## src/rtl/mem_arbiter.sv

```systemverilog
// Two-port arbiter in front of a single-port data SRAM: pipeline MEM stage (p0)
// and loader/debug port (p1), round-robin with a bounded p1 lock mode.
module mem_arbiter #(
    parameter int AW = 10
) (
    input  logic          clk,
    input  logic          rst_n,
    input  logic          p0_req,
    input  logic          p0_we,
    input  logic [31:0]   p0_addr,
    input  logic [31:0]   p0_wdata,
    output logic          p0_gnt,
    output logic          p0_rvalid,
    output logic [31:0]   p0_rdata,
    input  logic          p1_req,
    input  logic          p1_we,
    input  logic [31:0]   p1_addr,
    input  logic [31:0]   p1_wdata,
    input  logic          p1_lock,
    output logic          p1_gnt,
    output logic          p1_rvalid,
    output logic [31:0]   p1_rdata,
    output logic          stall,
    output logic          mem_en,
    output logic          mem_we,
    output logic [AW-1:0] mem_addr,
    output logic [31:0]   mem_wdata,
    input  logic [31:0]   mem_rdata,
    output logic          err
);

    typedef enum logic [1:0] {
        IDLE  = 2'd0,
        RR    = 2'd1,
        LOCK1 = 2'd2
    } state_t;

    // True when a byte address is misaligned or lies beyond the SRAM.
    function automatic logic addr_bad(input logic [31:0] addr);
        return (addr[1:0] != 2'b00) || ((addr >> (AW + 2)) != 32'd0);
    endfunction

    state_t      state_r, state_s;
    logic        ptr_r, ptr_s;       // last granted port: 0 = p0, 1 = p1
    logic [3:0]  lock_cnt_r, lock_cnt_s;
    logic        g0_s, g1_s;
    logic        bad0_s, bad1_s;
    logic        p0_rv_r, p1_rv_r;
    logic        bad_r;

    assign bad0_s = addr_bad(p0_addr);
    assign bad1_s = addr_bad(p1_addr);

    // Grant decision, next state, pointer and lock-counter update.
    always_comb begin
        g0_s       = 1'b0;
        g1_s       = 1'b0;
        state_s    = state_r;
        ptr_s      = ptr_r;
        lock_cnt_s = lock_cnt_r;
        if (rst_n) begin
            case (state_r)
                LOCK1: begin
                    // p0 breaks through after 8 locked p1 grants it waited on
                    if (p1_req && p1_lock && p0_req && (lock_cnt_r == 4'd8)) begin
                        g0_s = 1'b1;
                    end else if (p1_req) begin
                        g1_s = 1'b1;
                    end else if (p0_req) begin
                        g0_s = 1'b1;
                    end else begin
                        g0_s = 1'b0;
                    end
                end
                default: begin
                    if (p0_req && p1_req) begin
                        g0_s = ptr_r;
                        g1_s = ~ptr_r;
                    end else if (p0_req) begin
                        g0_s = 1'b1;
                    end else if (p1_req) begin
                        g1_s = 1'b1;
                    end else begin
                        g0_s = 1'b0;
                    end
                end
            endcase

            if (g1_s && p1_lock) begin
                state_s = LOCK1;
            end else if (p0_req || p1_req || p0_rv_r || p1_rv_r) begin
                state_s = RR;
            end else begin
                state_s = IDLE;
            end

            if (g0_s) begin
                ptr_s = 1'b0;
            end else if (g1_s) begin
                ptr_s = 1'b1;
            end else begin
                ptr_s = ptr_r;
            end

            if ((state_r == LOCK1) && (state_s == LOCK1) && g1_s) begin
                lock_cnt_s = p0_req ? (lock_cnt_r + 4'd1) : 4'd0;
            end else if (state_s != LOCK1) begin
                lock_cnt_s = 4'd0;
            end else begin
                lock_cnt_s = lock_cnt_r;
            end
        end else begin
            state_s = IDLE;
        end
    end

    // Arbiter state registers.
    always_ff @(posedge clk) begin
        if (!rst_n) begin
            state_r    <= IDLE;
            ptr_r      <= 1'b1;
            lock_cnt_r <= 4'd0;
        end else begin
            state_r    <= state_s;
            ptr_r      <= ptr_s;
            lock_cnt_r <= lock_cnt_s;
        end
    end

    // Read-return and error tracking for the access granted this cycle.
    always_ff @(posedge clk) begin
        if (!rst_n) begin
            p0_rv_r <= 1'b0;
            p1_rv_r <= 1'b0;
            bad_r   <= 1'b0;
        end else begin
            p0_rv_r <= g0_s & ~p0_we;
            p1_rv_r <= g1_s & ~p1_we;
            bad_r   <= (g0_s & bad0_s) | (g1_s & bad1_s);
        end
    end

    // SRAM command from the granted port; rejected addresses never reach the array.
    always_comb begin
        mem_en    = 1'b0;
        mem_we    = 1'b0;
        mem_addr  = {AW{1'b0}};
        mem_wdata = 32'd0;
        if (g0_s) begin
            mem_en    = ~bad0_s;
            mem_we    = p0_we;
            mem_addr  = p0_addr[AW+1:2];
            mem_wdata = p0_wdata;
        end else if (g1_s) begin
            mem_en    = ~bad1_s;
            mem_we    = p1_we;
            mem_addr  = p1_addr[AW+1:2];
            mem_wdata = p1_wdata;
        end else begin
            mem_en    = 1'b0;
        end
    end

    // A reset arriving while a read returns drops that return.
    assign p0_gnt    = g0_s;
    assign p1_gnt    = g1_s;
    assign p0_rvalid = p0_rv_r & rst_n;
    assign p1_rvalid = p1_rv_r & rst_n;
    assign p0_rdata  = (p0_rvalid && !bad_r) ? mem_rdata : 32'd0;
    assign p1_rdata  = (p1_rvalid && !bad_r) ? mem_rdata : 32'd0;
    assign stall     = p0_req & ~g0_s;
    assign err       = bad_r;

endmodule
```

## config.mk

```make
export PLATFORM = sky130hd
export DESIGN_NAME = mem_arbiter
export DESIGN_NICKNAME = d
export VERILOG_FILES = /design/src/rtl/mem_arbiter.sv
export SDC_FILE = /design/constraint.sdc
export NUM_CORES = 1
export LEC_CHECK = 0
export CAP_MARGIN = 40
export CORE_AREA = 2 2 108 110
export CTS_CLUSTER_SIZE = 20
export DETAILED_ROUTE_END_ITERATION = 7
export DIE_AREA = 0 0 110 112
export MAX_ROUTING_LAYER = met4
export PLACE_DENSITY_LB_ADDON = 0.2
export SETUP_SLACK_MARGIN = 0.4
export SLEW_MARGIN = 20
export SYNTH_ARGS = -nofsm -noshare
export SYNTH_HDL_FRONTEND = slang
export SYNTH_SLANG_ARGS = --single-unit
```

## constraint.sdc

```tcl
create_clock -name clk -period 5.23 [get_ports clk]
set_clock_uncertainty 0.05 [all_clocks]
set_input_delay 1.046 -clock clk [delete_from_list [all_inputs] [get_ports clk]]
set_output_delay 1.046 -clock clk [all_outputs]
set_load 0.005 [all_outputs]
```

==> impl_metrics.xml <==
<?xml version="1.0" encoding="UTF-8"?>
<metrics>
  <group name="critical_path">
    <metric name="startpoint_type" unit="">input pin</metric>
    <metric name="critical_path.slowest_cell" unit="">clkdlybuf4s50_1</metric>
    <metric name="critical_path_arrival" unit="ns">3.52</metric>
    <metric name="worst_case_reg_to_reg_path_depth" unit="">5</metric>
    <metric name="worstPathMaxFanout" unit="">19</metric>
    <metric name="cp_num_cells" unit="">8</metric>
    <metric name="critical_path.reg2reg.startpoint" unit="">lock_cnt_r[0]</metric>
    <metric name="rr_endpoint" unit="">lock_cnt_r[2]</metric>
    <metric name="setup.worst_path.class" unit="">in2out</metric>
    <metric name="max_stage_delay" unit="ns">0.66</metric>
    <metric name="cpMostUsedCell" unit="">clkdlybuf4s50_1</metric>
    <metric name="worst-endpoint-required" unit="ns">4.13</metric>
    <metric name="setup.worst_path.end_class" unit="">output pin</metric>
    <metric name="r2r_setup_slack" unit="ns">3.74</metric>
    <metric name="crit_chain" unit="">clkdlybuf4s50_1 -&gt; nand3b_1 -&gt; nor3_2 -&gt; o31ai_4 -&gt; inv_2 -&gt; buf_4 -&gt; a22o_1 -&gt; clkdlybuf4s50_1</metric>
    <metric name="path_delay_family" unit="">buffers and inverters</metric>
    <metric name="crit_start" unit="">p0_req</metric>
    <metric name="worstPathBufferInverterCount" unit="">4</metric>
    <metric name="timing.critical_path.to" unit="">mem_wdata[6]</metric>
  </group>
  <group name="finish">
    <metric name="area_delta_synth_final" unit="%">202</metric>
    <metric name="post_route_cells_drive_above_1_share" unit="%">3.20</metric>
    <metric name="n_antenna_cell" unit="">0</metric>
    <metric name="nets" unit="">640</metric>
    <metric name="post_route_design_area" unit="sq um">4510</metric>
    <metric name="fin_cells" unit="">612</metric>
    <metric name="final_util" unit="%">40.4</metric>
  </group>
  <group name="synth">
    <metric name="largest_area_contributor_in_the_netlist" unit="">and2_1</metric>
    <metric name="netlist_instances" unit="">197</metric>
    <metric name="post_synth_design_cell_area" unit="sq um">1490</metric>
    <metric name="yosys_warnings" unit="">0</metric>
    <metric name="synth_seq_area_share" unit="%">13.4</metric>
    <metric name="postSynthRegisterBits" unit="">10</metric>
    <metric name="synth_area_per_cell" unit="sq um">7.58</metric>
    <metric name="synth_fp_nets" unit="">366</metric>
    <metric name="area_contributors_post_synth" unit="">and2_1, a22o_1, dfxtp_1</metric>
    <metric name="synth.top_cell.area_share" unit="%">28.1</metric>
    <metric name="synthDistinctLibCells" unit="">31</metric>
  </group>
  <group name="grt">
    <metric name="global_route_wire_length_before_repair" unit="um">13000</metric>
    <metric name="first_global_vias" unit="">2510</metric>
    <metric name="grt-ovfl-total" unit="">0</metric>
    <metric name="grt_start_max_net_pins" unit="">33</metric>
    <metric name="groute.usage.overall" unit="%">14.0</metric>
    <metric name="antenna_found_initial" unit="">0</metric>
  </group>
  <group name="sta">
    <metric name="hold_viol_final" unit="">0</metric>
    <metric name="grt_setup_unrepaired" unit="">false</metric>
    <metric name="report.final.setup_viol" unit="">0</metric>
    <metric name="final_critical_path_setup_slack" unit="ns">0.618</metric>
    <metric name="fin_hold_ws" unit="ns">0.478</metric>
    <metric name="final_max_slew_viol_count" unit="">0</metric>
    <metric name="fin_crit" unit="ns">4.61</metric>
    <metric name="tightestPinTransition" unit="ns">0.432</metric>
    <metric name="tns" unit="ns">0</metric>
    <metric name="maximum_operating_frequency" unit="MHz">217</metric>
    <metric name="layout_worst_path_cycle_share" unit="%">88.2</metric>
    <metric name="timing.max_slew.rel_slack" unit="%">71.0</metric>
  </group>
  <group name="floorplanning">
    <metric name="floorplan.core_area" unit="sq um">11200</metric>
    <metric name="row_count" unit="">39</metric>
    <metric name="starting_utilization_of_the_core_area" unit="%">13.4</metric>
    <metric name="die_h" unit="um">112</metric>
    <metric name="die_width" unit="um">110</metric>
    <metric name="fp.dieArea" unit="sq um">12300</metric>
    <metric name="num_io_pins" unit="">281</metric>
  </group>
  <group name="drt">
    <metric name="drt_iter0_markers" unit="">111</metric>
    <metric name="via_count" unit="">2586</metric>
    <metric name="detail_route.wl_per_cell" unit="um">15.0</metric>
    <metric name="route.antenna.remaining_nets" unit="">0</metric>
    <metric name="drt-vias-per-instance" unit="">4.23</metric>
    <metric name="first_pass_iters" unit="">4</metric>
    <metric name="wirelength" unit="um">9200</metric>
    <metric name="drc_errors" unit="">0</metric>
  </group>
  <group name="flow_run">
    <metric name="timing.max_cap.violations" unit="">0</metric>
  </group>
  <group name="placement">
    <metric name="postPlaceCellArea" unit="sq um">4440</metric>
    <metric name="post-place-ws" unit="ns">0.619</metric>
    <metric name="dp_hpwl" unit="um">8010</metric>
    <metric name="globalplace.congestion" unit="">0.805</metric>
    <metric name="numPlacedInstances" unit="">609</metric>
    <metric name="portBuffers" unit="">280</metric>
  </group>
  <group name="clock_network">
    <metric name="ctsLongestPathBuffers" unit="">2</metric>
    <metric name="h-tree-depth" unit="">1</metric>
    <metric name="clkLatencyLatePin" unit="ns">0.24</metric>
    <metric name="cts_made_buffers" unit="">3</metric>
    <metric name="count_of_buffers_added_by_post_cts_timing_repair_for_setup" unit="">0</metric>
    <metric name="post_cts_resized" unit="">0</metric>
    <metric name="number_of_hold_buffers_added_after_cts" unit="">0</metric>
    <metric name="tritoncts" unit="">built</metric>
    <metric name="clock-sinks" unit="">10</metric>
    <metric name="worst_setup_hold_path_clk_slew" unit="ns">0.04</metric>
    <metric name="clock_root_cell" unit="">clkbuf_16</metric>
  </group>
  <group name="power">
    <metric name="vdd_ir_drop_max" unit="mV">0.0875</metric>
    <metric name="totalPowerFinal" unit="mW">0.492</metric>
    <metric name="power_leakage" unit="nW">1.68</metric>
    <metric name="power.density" unit="nW/um^2">109</metric>
  </group>
  <group name="hold_path">
    <metric name="worst_hold_path_type" unit="">reg2reg</metric>
  </group>
  <group name="status">
    <metric name="outcome" unit="">completed</metric>
  </group>
</metrics>
==> logic make-up (layout without fill, tap and decap cells) <==
logic type | count (synthesis) | after routing | share of synthesized area [%]
AND/OR/NAND/NOR | 107 | 107 | 45.0
AO/OA/AOI/OAI | 56 | 56 | 31.8
buffers and inverters | 22 | 294 | 8.12
flip-flops | 10 | 10 | 13.4
adder cells (fa/ha/maj) | 2 | 2 | 1.67
==> metal layers <==
layer | GRT usage (%) | wire length, um
met2 | 26.1 | 4770
met4 | 2.28 | 99
met1 | 15.2 | 3480
met5 | - | 0
met3 | 2.75 | 857
==> Yosys cell counts (all sizes together) <==
cell     n
and2    67
a22o    44
dfxtp   10
nor4    10
buf      9
nor2     8
clkbuf   7
inv      6
nand4    6
a21oi    4
a31oi    2
and3b    2
ha       2
nand2    2
nand3    2
nor2b    2
nor3     2
o41ai    2
or4      2
a21o     1
and3     1
and4bb   1
nand2b   1
nand3b   1
o21ai    1
o22ai    1
o31ai    1
==> registers in the layout, indices dropped and copies added, names as in the netlist <==
signal / cells
state_r: 2
err: 1
p0_rv_r: 1
ptr_r: 1
lock_cnt_r: 4
p1_rv_r: 1
==> layout make-up <==
class                   count  area, sq um
fillers                  1131         6660
clock buffers               3         75.1
repair buffers            285         2870
flip-flops and latches     10          200
multi-input cells         165         1170
inverters                   6         22.5
well taps                 143          179
==> how the worst min path moves through the flow <==
stage                     slack, ns             to          start  cells after the start
final                          0.48          ptr_r          ptr_r                      2
after global routing           0.51          ptr_r          ptr_r                      2
after CTS                      0.48          ptr_r          ptr_r                      2
after detailed placement       0.47          ptr_r          ptr_r                      2
after global placement         0.47  lock_cnt_r[2]  lock_cnt_r[2]                      2
after floorplan                0.43  lock_cnt_r[2]  lock_cnt_r[2]                      2
==> where the power goes <==
part | leakage, nW | internal (mW) | total, mW | switching (mW)
clock | 0.0370 | 0.0991 | 0.134 | 0.0351
sequential | 0.0819 | 0.0798 | 0.0826 | 0.00275
combinational | 1.56 | 0.199 | 0.275 | 0.0757
total | 1.68 | 0.378 | 0.492 | 0.114
==> worst register-to-register path: stages, from the launching register on <==
cell	delay, ns
dfxtp_1	0.38
inv_1	0.06
ha_1	0.22
a31oi_1	0.22
nand4_1	0.27
a21oi_1	0.20
==> layout by cell type, fill, tap and decap left out, drive strengths merged, types with 2 or more instances in the layout <==
master,instances
a21oi,4
a22o,44
a31oi,2
and2,67
and3b,2
buf,5
clkbuf,3
clkdlybuf4s50,280
dfxtp,10
ha,2
inv,6
nand2,2
nand3,2
nand4,6
nor2,8
nor2b,2
nor3,2
nor4,10
o41ai,2
or4,2
(Power assumes the default switching activity.)
